`config.mk`:
```
export PLATFORM = sky130hd
export DESIGN_NAME = prescaled_counter
export DESIGN_NICKNAME = d
export VERILOG_FILES = /design/src/rtl/prescaled_counter.sv
export SDC_FILE = /design/constraint.sdc
export NUM_CORES = 1
export LEC_CHECK = 0
export BUFFER_PORTS_ARGS = -buffer_cell sky130_fd_sc_hd__buf_2
export CAP_MARGIN = 40
export CORE_MARGIN = 2
export CORE_UTILIZATION = 63
export DETAILED_ROUTE_END_ITERATION = 6
export PLACE_DENSITY = 0.87
export SLEW_MARGIN = 20
export SYNTH_ARGS = -nofsm -noshare
export SYNTH_HDL_FRONTEND = slang
export SYNTH_SLANG_ARGS = --single-unit
```
`constraint.sdc`:
```
create_clock -name clk -period 3.9 [get_ports clk]
set_clock_uncertainty 0.1 [all_clocks]
set_input_delay 0.195 -clock clk [delete_from_list [all_inputs] [get_ports clk]]
set_output_delay 0.195 -clock clk [all_outputs]
set_load 0.02 [all_outputs]
```
`src/rtl/prescaled_counter.sv`:
```
// prescaled_counter: up/down counter with wrap or saturate, stepped once
// per CYCLES_PER_TICK enabled clocks, with registered tick/wrapped pulses.
module prescaled_counter #(
  parameter int WIDTH           = 4,
  parameter int CYCLES_PER_TICK = 125000000,
  parameter int INIT            = 0
) (
  input  logic             clk,
  input  logic             rst_n,
  input  logic             ce,
  input  logic             up,
  input  logic             saturate,
  input  logic             load,
  input  logic [WIDTH-1:0] load_value,
  output logic [WIDTH-1:0] count,
  output logic             tick,
  output logic             wrapped,
  output logic             at_limit
);

  localparam int PW =
    (CYCLES_PER_TICK > 1) ? $clog2(CYCLES_PER_TICK) : 1;

  localparam logic [PW-1:0] TERM =
    PW'(CYCLES_PER_TICK - 1);

  localparam logic [WIDTH-1:0] MAX    = '1;
  localparam logic [WIDTH-1:0] INIT_V = WIDTH'(INIT);

  logic [WIDTH-1:0] count_q, count_d;
  logic [PW-1:0]    presc_q, presc_d;
  logic             tick_q, tick_d;
  logic             wrapped_q, wrapped_d;

  logic terminal;
  logic at_max;
  logic at_zero;

  // With a single-cycle interval the prescaler sits at 0 == TERM.
  assign terminal = (presc_q == TERM);
  assign at_max   = (count_q == MAX);
  assign at_zero  = (count_q == '0);

  always_comb begin
    count_d   = count_q;
    presc_d   = presc_q;
    tick_d    = 1'b0;
    wrapped_d = 1'b0;
    if (load) begin
      count_d = load_value;
      presc_d = '0;
    end else if (ce && terminal) begin
      presc_d = '0;
      tick_d  = 1'b1;
      if (up) begin
        if (!at_max) begin
          count_d = count_q + WIDTH'(1);
        end else if (!saturate) begin
          count_d   = '0;
          wrapped_d = 1'b1;
        end
      end else begin
        if (!at_zero) begin
          count_d = count_q - WIDTH'(1);
        end else if (!saturate) begin
          count_d   = MAX;
          wrapped_d = 1'b1;
        end
      end
    end else if (ce) begin
      presc_d = presc_q + PW'(1);
    end
  end

  always_ff @(posedge clk) begin
    if (!rst_n) begin
      count_q   <= INIT_V;
      presc_q   <= '0;
      tick_q    <= 1'b0;
      wrapped_q <= 1'b0;
    end else begin
      count_q   <= count_d;
      presc_q   <= presc_d;
      tick_q    <= tick_d;
      wrapped_q <= wrapped_d;
    end
  end

  assign count    = count_q;
  assign tick     = tick_q;
  assign wrapped  = wrapped_q;
  assign at_limit = up ? at_max : at_zero;

endmodule

```
==> metrics.csv <==
metric,value,unit
number of nets with antenna violations after routing,0,
Pleak,0.660,nW
routability congestion estimate from global placement,0.919,
number of nets in the layout,246,
starting density of the core,66.2,%
WP data required,4.05,ns
final hold vios,0,
power per cell area,292,mW/mm^2
number of antenna violations at the first check in global routing,0,
Area after DPL,0.00192,sq mm
Area Growth Syn to Fin,8.92,%
"setup slack, reg-to-reg",1.51,ns
CTS tree,done,
clock transition at the registers of the reported paths,0.10,ns
time the final worst path needs with I/O delays and setup,2.39,ns
crit path max fanout,8,
buffer cell driving the clock tree root,clkbuf_4,
worst endpoint data arrival time,2.53,ns
vias per std cell,6.67,
"Distinct cells, synth",49,
Resize count post-CTS,0,
proportion of layout cells with a drive suffix above 1,14.1,%
register area share after synthesis,36.2,%
worst slew margin relative to its limit,61.3,%
number of fill cells in the layout,222,
CP Launch Point,presc_q[0],
achievable clock frequency,419,MHz
Overall Global Routing Usage,26.8,%
post-DR wirelength/cell,15.6,um
"Critical Path, Cell by Cell",ha_1 -> nand4_2 -> or4_1 -> or4b_1 -> a31o_1,
I/O pin cnt,17,
area of the die,0.00334,sq mm
clock latency of the later-clocked register in the worst-skew pair,0.34,ns
total core area,0.00276,sq mm
CTS Buffer Depth,2,
DPL Wire Length,2890,um
detailed-routing iteration count for the pre-antenna-repair pass,4,
count of vias placed by the detailed router,1767,
# H-tree levels,2,
largest net degree at the start of global routing,27,
crit-path max cell delay,0.69,ns
worst setup path endpoint,count[0],
path length in cells of the critical path,5,
Post-Synthesis Cell Area,0.00182,sq mm
setup repair after global routing missed its margin,false,
worst path bufs/invs,0,
run status,finished clean,
classification of the worst-slack hold path,primary input to flip-flop,
transition time at the pin with the least slew margin,0.578,ns
worst supply voltage drop on vdd,288,uV
number of inserted diodes,0,
Critical R2R Launch,presc_q[0],
post-synthesis sequential element count,33,
Cell Rows,19,
DRT iter0 DRCs,125,
"Warnings, synthesis",0,
final setup violation count,0,
number of buffers created by CTS,5,
die height,57.8,um
width of the chip,57.8,um
via count of the first global-routing pass,1632,
number of cells produced by synthesis,215,
mean instance size in the synthesized netlist,8.48,sq um
"EDFF count, synth",0,
Final Slew Violations,0,
Setup crit start kind,flip-flop,
max-cap viol count,0,
kind of cell adding the most delay to the critical path,simple AND/OR/NAND/NOR gates,
number of port buffers,16,
ratio of final minimum period to clock period,61.2,%
length in cells of the worst reg-to-reg path,5,
destination of the worst register-to-register timing path,count[0],
share of async-settable or async-resettable flops after synthesis,0,%
Synth Flop Type,dfxtp_1,
DRC violation count after routing,0,
Sinks on Clock Net,33,
global route total overflow,0,
setup tns final,0,ns
endpoint kind of the worst setup timing path,flip-flop,
area of all placed cells without fillers,0.00199,sq mm
classification of the worst setup path,flip-flop to flip-flop,
net count after synthesis,228,
first-pass GRT wire length,7030,um
routed wire length,4130,um
cell with the biggest individual delay on the critical path,or4_1,
[sequential cells by signal (all words and copies together), names as in the netlist]
signal / flops
presc_q: 27
count: 4
wrapped: 1
tick: 1
[cell usage after synthesis (2+ instances only)]
cell      count  area, sq um
dfxtp_1      33          661
a21oi_1      15         75.1
nand4_1      12         75.1
xor2_1        7         61.3
inv_1         6         22.5
and4_1        3         26.3
nand2_1      14         52.6
nand3_1       8         40.0
nand2b_1      2         12.5
or4b_2        2         20.0
clkbuf_1      6         22.5
o31ai_1      12         90.1
and4_2        2         20.0
xnor2_1       4         35.0
or4_1        10         75.1
nor4bb_1      2         20.0
and3_1        7         43.8
nor4b_1       2         17.5
or3_1         7         43.8
and2_1        2         12.5
nor2_1       14         52.6
nor2b_1       2         12.5
buf_2         2         10.0
o21ai_0       9         45.0
nor4_1        4         25.0
o211ai_1      3         22.5
ha_1          3         37.5
[final cells by class]
cell class              instances  area, sq um  area share [%]
well taps                      31         38.8            1.95
clock buffers                   8         48.8            2.46
flip-flops and latches         33          661            33.2
repair buffers                 19          108            5.42
multi-input cells             168         1110            55.8
inverters                       6         22.5            1.13
[worst min-delay path by stage]
stage          startpoint  endpoint  depth (start not counted)
3_5_place_dp     saturate   wrapped                          2
5_1_grt             rst_n  count[1]                          3
3_3_place_gp     saturate   wrapped                          2
4_1_cts             rst_n  count[1]                          3
6_report             load  count[3]                          3
2_1_floorplan    saturate   wrapped                          1
[power breakdown]
| group | leakage [nW] | switching, mW | internal (mW) |
|---|---|---|---|
| Clock | 0.0265 | 0.113 | 0.0718 |
| Sequential | 0.267 | 0.00540 | 0.340 |
| Combinational | 0.367 | 0.0283 | 0.0222 |
| Total | 0.660 | 0.147 | 0.434 |
[per-layer routing]
metal / vias up / global-route usage (%) / share of wire, %
met1: 844 / 33.4 / 46
met4: 0 / 11.3 / 1.3
met5: - / 0 / 0
li1: 876 / - / -
met3: 6 / 6.25 / 4.2
met2: 41 / 44.5 / 49
[cell usage in the layout (no fill, tap or decap), types with 2 or more instances in the layout]
cell type      Yosys  final
a21oi_1           15     15
and2_1             2      2
and3_1             7      7
and4_1             3      3
and4_2             2      2
buf_2              2     16
clkbuf_1           6      3
clkbuf_4           0      5
dfxtp_1           33     33
dlygate4sd3_1      0      2
ha_1               3      3
inv_1              6      6
nand2_1           14     14
nand2b_1           2      2
nand3_1            8      8
nand4_1           12     12
nor2_1            14     14
nor2b_1            2      2
nor4_1             4      4
nor4b_1            2      2
nor4bb_1           2      2
o211ai_1           3      3
o21ai_0            9      9
o31ai_1           12     12
or3_1              7      7
or4_1             10     10
or4b_2             2      2
xnor2_1            4      4
xor2_1             7      7
[worst reg2reg max path, delay by kind of cell, from the launching register on]
family                     cells  cell delay (ns)
adders and majority gates      1             0.22
DFF                            1             0.37
AOI/OAI and AO/OA              1             0.23
and+or+nand+nor                3             1.37
[per-stage QoR]
step                worst slack [ns]  utilization [%]  hold slack, ns  total power [mW]  cells
finish                          1.51             72.1          0.0455             0.581    265
global route                    1.36             72.1          0.0610             0.605    265
CTS                             1.53             72.1          0.0326             0.584    265
detailed placement              1.53             69.6           0.282             0.402    255
global placement                1.61             69.6           0.280             0.399    255
floorplan                       1.68                -           0.171             0.384    215
[timing repair]
action                                 in CTS  in global routing
endpoints found under the hold margin       2                  0
setup buffers                               0                  0
hold buffers                                2                  0
[cells by family after synthesis]
logic type,synth area share (%)
multiplexers,1.17
AND/OR/NAND/NOR,34.4
buffers and inverters,3.02
AO/OA/AOI/OAI,17.8
XOR/XNOR,5.28
adder cells (fa/ha/maj),2.06
flip-flops,36.2
Note: power is estimated with default switching activity, not from simulation.
